File: src/rtl/palindrome_pkg.sv
// Shared definitions for the palindrome checker path and its serial front end.
package palindrome_pkg;

    localparam int WORD_W = 8;

    typedef enum logic {IDLE, COLLECT} coll_state_t;

    typedef logic [WORD_W-1:0] word_t;

endpackage

File: src/rtl/serial_word_collector.sv
// Deserialises an MSB-first bit stream into WIDTH-bit words behind a one-deep valid/ready output register.
module serial_word_collector
    import palindrome_pkg::*;
#(
    parameter int WIDTH = WORD_W,
    parameter int CNT_W = 8
) (
    input  logic             clk,
    input  logic             rst_n,
    input  logic             bit_in,
    input  logic             bit_valid,
    input  logic             frame_start,
    output logic [WIDTH-1:0] data_out,
    output logic             data_valid,
    input  logic             data_ready,
    output logic             overrun,
    input  logic             clr_overrun,
    output logic [CNT_W-1:0] word_count
);

    localparam int BC_W = $clog2(WIDTH + 1);
    localparam logic [BC_W-1:0] LAST_IDX = BC_W'(WIDTH - 1);

    coll_state_t      state;
    logic [BC_W-1:0]  bit_cnt;
    logic [WIDTH-1:0] shreg;
    logic [WIDTH-1:0] word_next;
    logic             complete;
    logic             handshake;

    assign word_next = {shreg[WIDTH-2:0], bit_in};
    // frame_start on the final bit's edge suppresses completion
    assign complete  = bit_valid && !frame_start && (state == COLLECT) && (bit_cnt == LAST_IDX);
    assign handshake = data_valid && data_ready;

    always_ff @(posedge clk or negedge rst_n) begin
        if (!rst_n) begin
            state   <= IDLE;
            bit_cnt <= '0;
            shreg   <= '0;
        end else if (frame_start) begin
            if (bit_valid) begin
                state   <= COLLECT;
                bit_cnt <= BC_W'(1);
                shreg   <= {{(WIDTH-1){1'b0}}, bit_in};
            end else begin
                state   <= IDLE;
                bit_cnt <= '0;
                shreg   <= '0;
            end
        end else if (bit_valid) begin
            shreg <= word_next;
            if (complete) begin
                state   <= IDLE;
                bit_cnt <= '0;
            end else begin
                state   <= COLLECT;
                bit_cnt <= bit_cnt + BC_W'(1);
            end
        end
    end

    always_ff @(posedge clk or negedge rst_n) begin
        if (!rst_n) begin
            data_out   <= '0;
            data_valid <= 1'b0;
        end else if (complete && (!data_valid || data_ready)) begin
            data_out   <= word_next;
            data_valid <= 1'b1;
        end else if (handshake && !complete) begin
            data_valid <= 1'b0;
        end
    end

    always_ff @(posedge clk or negedge rst_n) begin
        if (!rst_n) begin
            overrun <= 1'b0;
        end else if (complete && data_valid && !data_ready) begin
            overrun <= 1'b1;
        end else if (clr_overrun) begin
            overrun <= 1'b0;
        end
    end

    always_ff @(posedge clk or negedge rst_n) begin
        if (!rst_n) begin
            word_count <= '0;
        end else if (handshake) begin
            word_count <= word_count + CNT_W'(1);
        end
    end

endmodule
File: config.mk
export PLATFORM = sky130hd
export DESIGN_NAME = serial_word_collector
export DESIGN_NICKNAME = d
export VERILOG_FILES = /design/src/rtl/palindrome_pkg.sv /design/src/rtl/serial_word_collector.sv
export SDC_FILE = /design/constraint.sdc
export NUM_CORES = 1
export LEC_CHECK = 0
export CELL_PAD_IN_SITES_DETAIL_PLACEMENT = 1
export CELL_PAD_IN_SITES_GLOBAL_PLACEMENT = 1
export CORE_AREA = 2 2 63 65
export CTS_CLUSTER_DIAMETER = 80
export DETAILED_ROUTE_END_ITERATION = 8
export DIE_AREA = 0 0 65 67
export PLACE_DENSITY_LB_ADDON = 0.15
export SETUP_SLACK_MARGIN = 0.4
export SYNTH_ARGS = -nofsm -noshare
export SYNTH_HDL_FRONTEND = slang
export SYNTH_SLANG_ARGS = --single-unit
File: constraint.sdc
create_clock -name clk -period 1.5 [get_ports clk]
set_clock_uncertainty 0.1 [all_clocks]
set_input_delay 0.3 -clock clk [delete_from_list [all_inputs] [get_ports clk]]
set_output_delay 0.3 -clock clk [all_outputs]
set_load 0.03 [all_outputs]
==> metrics.yaml <==
cells_and_area:
  layout.cells.most_common_list: "sky130_fd_sc_hd__buf_6, sky130_fd_sc_hd__dfrtp_1, sky130_fd_sc_hd__buf_4"
  regArea_um2: 760.7
  nFillCells: 370
  antenna_cells: 0
  most_common_library_cell_in_the_layout_ignoring_fill_and_taps: "sky130_fd_sc_hd__buf_6"
  areaGrowthSynthToFinish_pct: 65.19
  fin_cells: 208
  nets: 168
  share_of_layout_cells_above_drive_strength_1_pct: 55.63
  multi_input_comb_area_um2: 636.9
timing:
  worst_slew_pin_slew_ns: 0.2158
  share_of_the_clock_period_used_by_the_worst_path_pct: 101.4
  rsz0062_at_grt: "true"
  maxSlewViolCount: 0
  setup_viol_count_final: 8
  finalWorstPathRequiredPeriod_ns: 1.521
  timing_hold_violations_final: 0
  max_freq_mhz: 657.6
  final.setup.tns_ns: -0.1223
  fin_ws_ns: -0.02062
  timing.slew.headroom_pct: 85.50
run_status:
  run_status: "finished, violations left"
  violations: "negative setup slack"
placed_design:
  detailedPlace.worstSlack_ns: -0.2838
  detailed_place_hpwl_um: 1899
  port-buffer-count: 24
  gp_congestion: 0.7597
  dp.cells: 186
logic_synthesis:
  post_synth_fa_ha_maj_area_fraction_pct: 1.967
  ys_seq_elements: 30
  largest_family_of_logic_cells_by_synthesized_area: "simple AND/OR/NAND/NOR gates"
  yosys-top-cells-area: "sky130_fd_sc_hd__dfrtp_1, sky130_fd_sc_hd__mux2_2, sky130_fd_sc_hd__mux2i_1"
  synthXorXnorAreaFrac_pct: 6.195
  synthFlopType: "sky130_fd_sc_hd__dfrtp_1"
  synth.yosys.seq_area_share_pct: 59.00
  ys_types: 28
  yosys-mux-area-fraction_pct: 13.47
  netlist.area_leader.share_pct: 59.00
  synthArstFlopShare_pct: 100.0
  synth_fp_nets: 111
  syn-cell-area_um2: 1272
  synth_enable_flop_cells: 0
  syn-instance-count: 102
  yosys.area_share.simple_pct: 14.85
  synth-compound-area-share_pct: 2.557
  yosys_warnings: 0
  postSynthAreaPerCell_um2: 12.48
  synth_top_cell_by_area: "sky130_fd_sc_hd__dfrtp_1"
floorplanning:
  floorplan.rows: 22
  die_h_um: 67
  placeableCoreArea_um2: 3606
  start_util_pct: 35.29
  design.portCount: 25
  chipWidth_um: 65
  dieArea_um2: 4355
worst_setup_path:
  cp_max_fo: 8
  setup.reg_to_reg.worst_slack_ns: -0.02
  timing.critical_path.from_type: "flip-flop"
  crit_path_end_kind: "flip-flop"
  critical_path.slowest_cell: "sky130_fd_sc_hd__dfrtp_1"
  worstPathCellList: "ha_4 -> and2b_1 -> nand4b_4 -> mux2_2"
  worst_path_largest_cell_delay_ns: 0.42
  timing.critical_path.required_ns: 1.56
  worst_r2r_startpoint: "bit_cnt[0]$_DFFE_PN0P_"
  crit_path_start: "bit_cnt[0]$_DFFE_PN0P_"
  worst-setup-path-type: "reg -> reg"
  timing.critical_path.arrival_ns: 1.58
drt:
  vias_per_cell: 4.587
  route.antenna.remaining_nets: 0
  wl_per_cell_um: 15.10
  drt_wl_total_um: 3140
  first_pass_iters: 4
  dr_total_vias: 954
  post-route-drc-count: 0
  initialDrtViolationCount: 21
cts:
  cts.reportedPaths.clkPinSlew_ns: 0.07
  tritoncts: "done"
  clock_tree.root_cell: "sky130_fd_sc_hd__clkbuf_8"
  cts.htree.levels: 2
  clock-sinks: 30
  number_of_hold_buffers_added_after_cts: 0
  worstSkewPairLatency_ns: 0.27
  tritoncts.num_buffers: 5
  max-clock-path-buffers: 2
pwr:
  power-per-cell-area_nw_per_um2: 865.3
  cell_internal_pwr_uw: 1419
  p_seq_share_pct: 46.8
  peakVddDrop_v: 0.0007080
  switching_power_summed_over_all_nets_uw: 399.9
  power_share_of_the_combinational_group_pct: 10.4
  sw_frac_of_total_pct: 21.98
  p_clk_share_pct: 42.9
  leakage_uw: 0.001023
hold_path:
  min_path_type: "in -> async"
global_routing:
  grt_max_degree: 31
  first_pass_grt_wire_length_um: 4850
  grt_antenna_before_repair: 0
  globalRouteTotalUtil_pct: 15.29
  grt_pass1_vias: 995
  grt_overflow_total: 0
job:
  drv.max_cap_violation_count: 0
## Yosys cell counts, drive strengths merged (2+ instances only)
| cell type | instances |
|---|---|
| and2b | 2 |
| clkbuf | 2 |
| dfrtp | 30 |
| ha | 2 |
| inv | 3 |
| mux2 | 9 |
| mux2i | 7 |
| nand2 | 8 |
| nand2b | 3 |
| nand3 | 3 |
| nand4 | 3 |
| nor2 | 11 |
| xnor2 | 5 |
| xor2 | 4 |
## worst paths after layout
kind / to / cells after the start
min in group clk: data_out[7]$_DFFE_PN0P_ / 1
max in group asynchronous: word_count[0]$_DFFE_PN0P_ / 2
worst min register to register: data_out[7]$_DFFE_PN0P_ / 1
worst max register to register: data_out[7]$_DFFE_PN0P_ / 4
worst min-delay path: data_out[5]$_DFFE_PN0P_ / 2
worst max-delay path: data_out[7]$_DFFE_PN0P_ / 4
## flip-flops by register name, summed over array words and instances, names as in the netlist
name	cells
bit_cnt	4
data_out	8
data_valid	1
overrun	1
shreg	7
state	1
word_count	8
## worst max-delay path: cells and delay by family, from the launching register on
kind                       cells  cell delay [ns]
adders and majority gates      1             0.18
DFF                            1             0.42
muxes                          1             0.35
and+or+nand+nor                2             0.36
## kinds of logic after synthesis
group	after synthesis
AO/OA/AOI/OAI	5
XOR/XNOR	9
adder cells (fa/ha/maj)	2
buffers and inverters	6
flip-flops	30
multiplexers	16
AND/OR/NAND/NOR	34
## what timing repair did
item,4_1_cts,5_1_grt
buffers inserted,9,5
gates resized for setup,123,15
pin swaps,10,10
endpoints found under the setup margin,46,40
## power groups by stage
| stage | logic (uW) | clock network, uW | registers, uW |
|---|---|---|---|
| finish | 188 | 780 | 850 |
| global route | 207 | 853 | 852 |
| CTS | 173 | 799 | 847 |
| detailed placement | 151 | 0 | 862 |
| global placement | 143 | 0 | 860 |
| floorplan | 57.3 | 0 | 866 |
## routing by layer
metal	vias to the layer above	GRT usage, %	share of wire, %
met5	-	0	0
met2	19	25.52	55
met1	477	17.82	41
met3	2	5.912	3.9
li1	456	-	-
met4	0	5.585	0.73
## stage by stage
stage          power, uW  utilization, %  area (um2)  hold WS [ns]
2_1_floorplan      923.2               -        1319      -0.09559
3_3_place_gp        1004           47.71        1720        0.3570
3_5_place_dp        1013           47.71        1720        0.3643
4_1_cts             1819           54.86        1978        0.3032
5_1_grt             1912           58.29        2102        0.2946
6_report            1819           58.29        2102        0.2977
## area by class of cell
cell class                 instances  share of cell area, %
tap                               48                  2.857
timing repair buffer              53                  24.94
clock buffer                       5                  3.274
clock inverter                     3                  1.905
sequential                        30                  36.19
inverter                           3                 0.5357
multi-input combinational         66                  30.30
(Power assumes the default switching activity.)
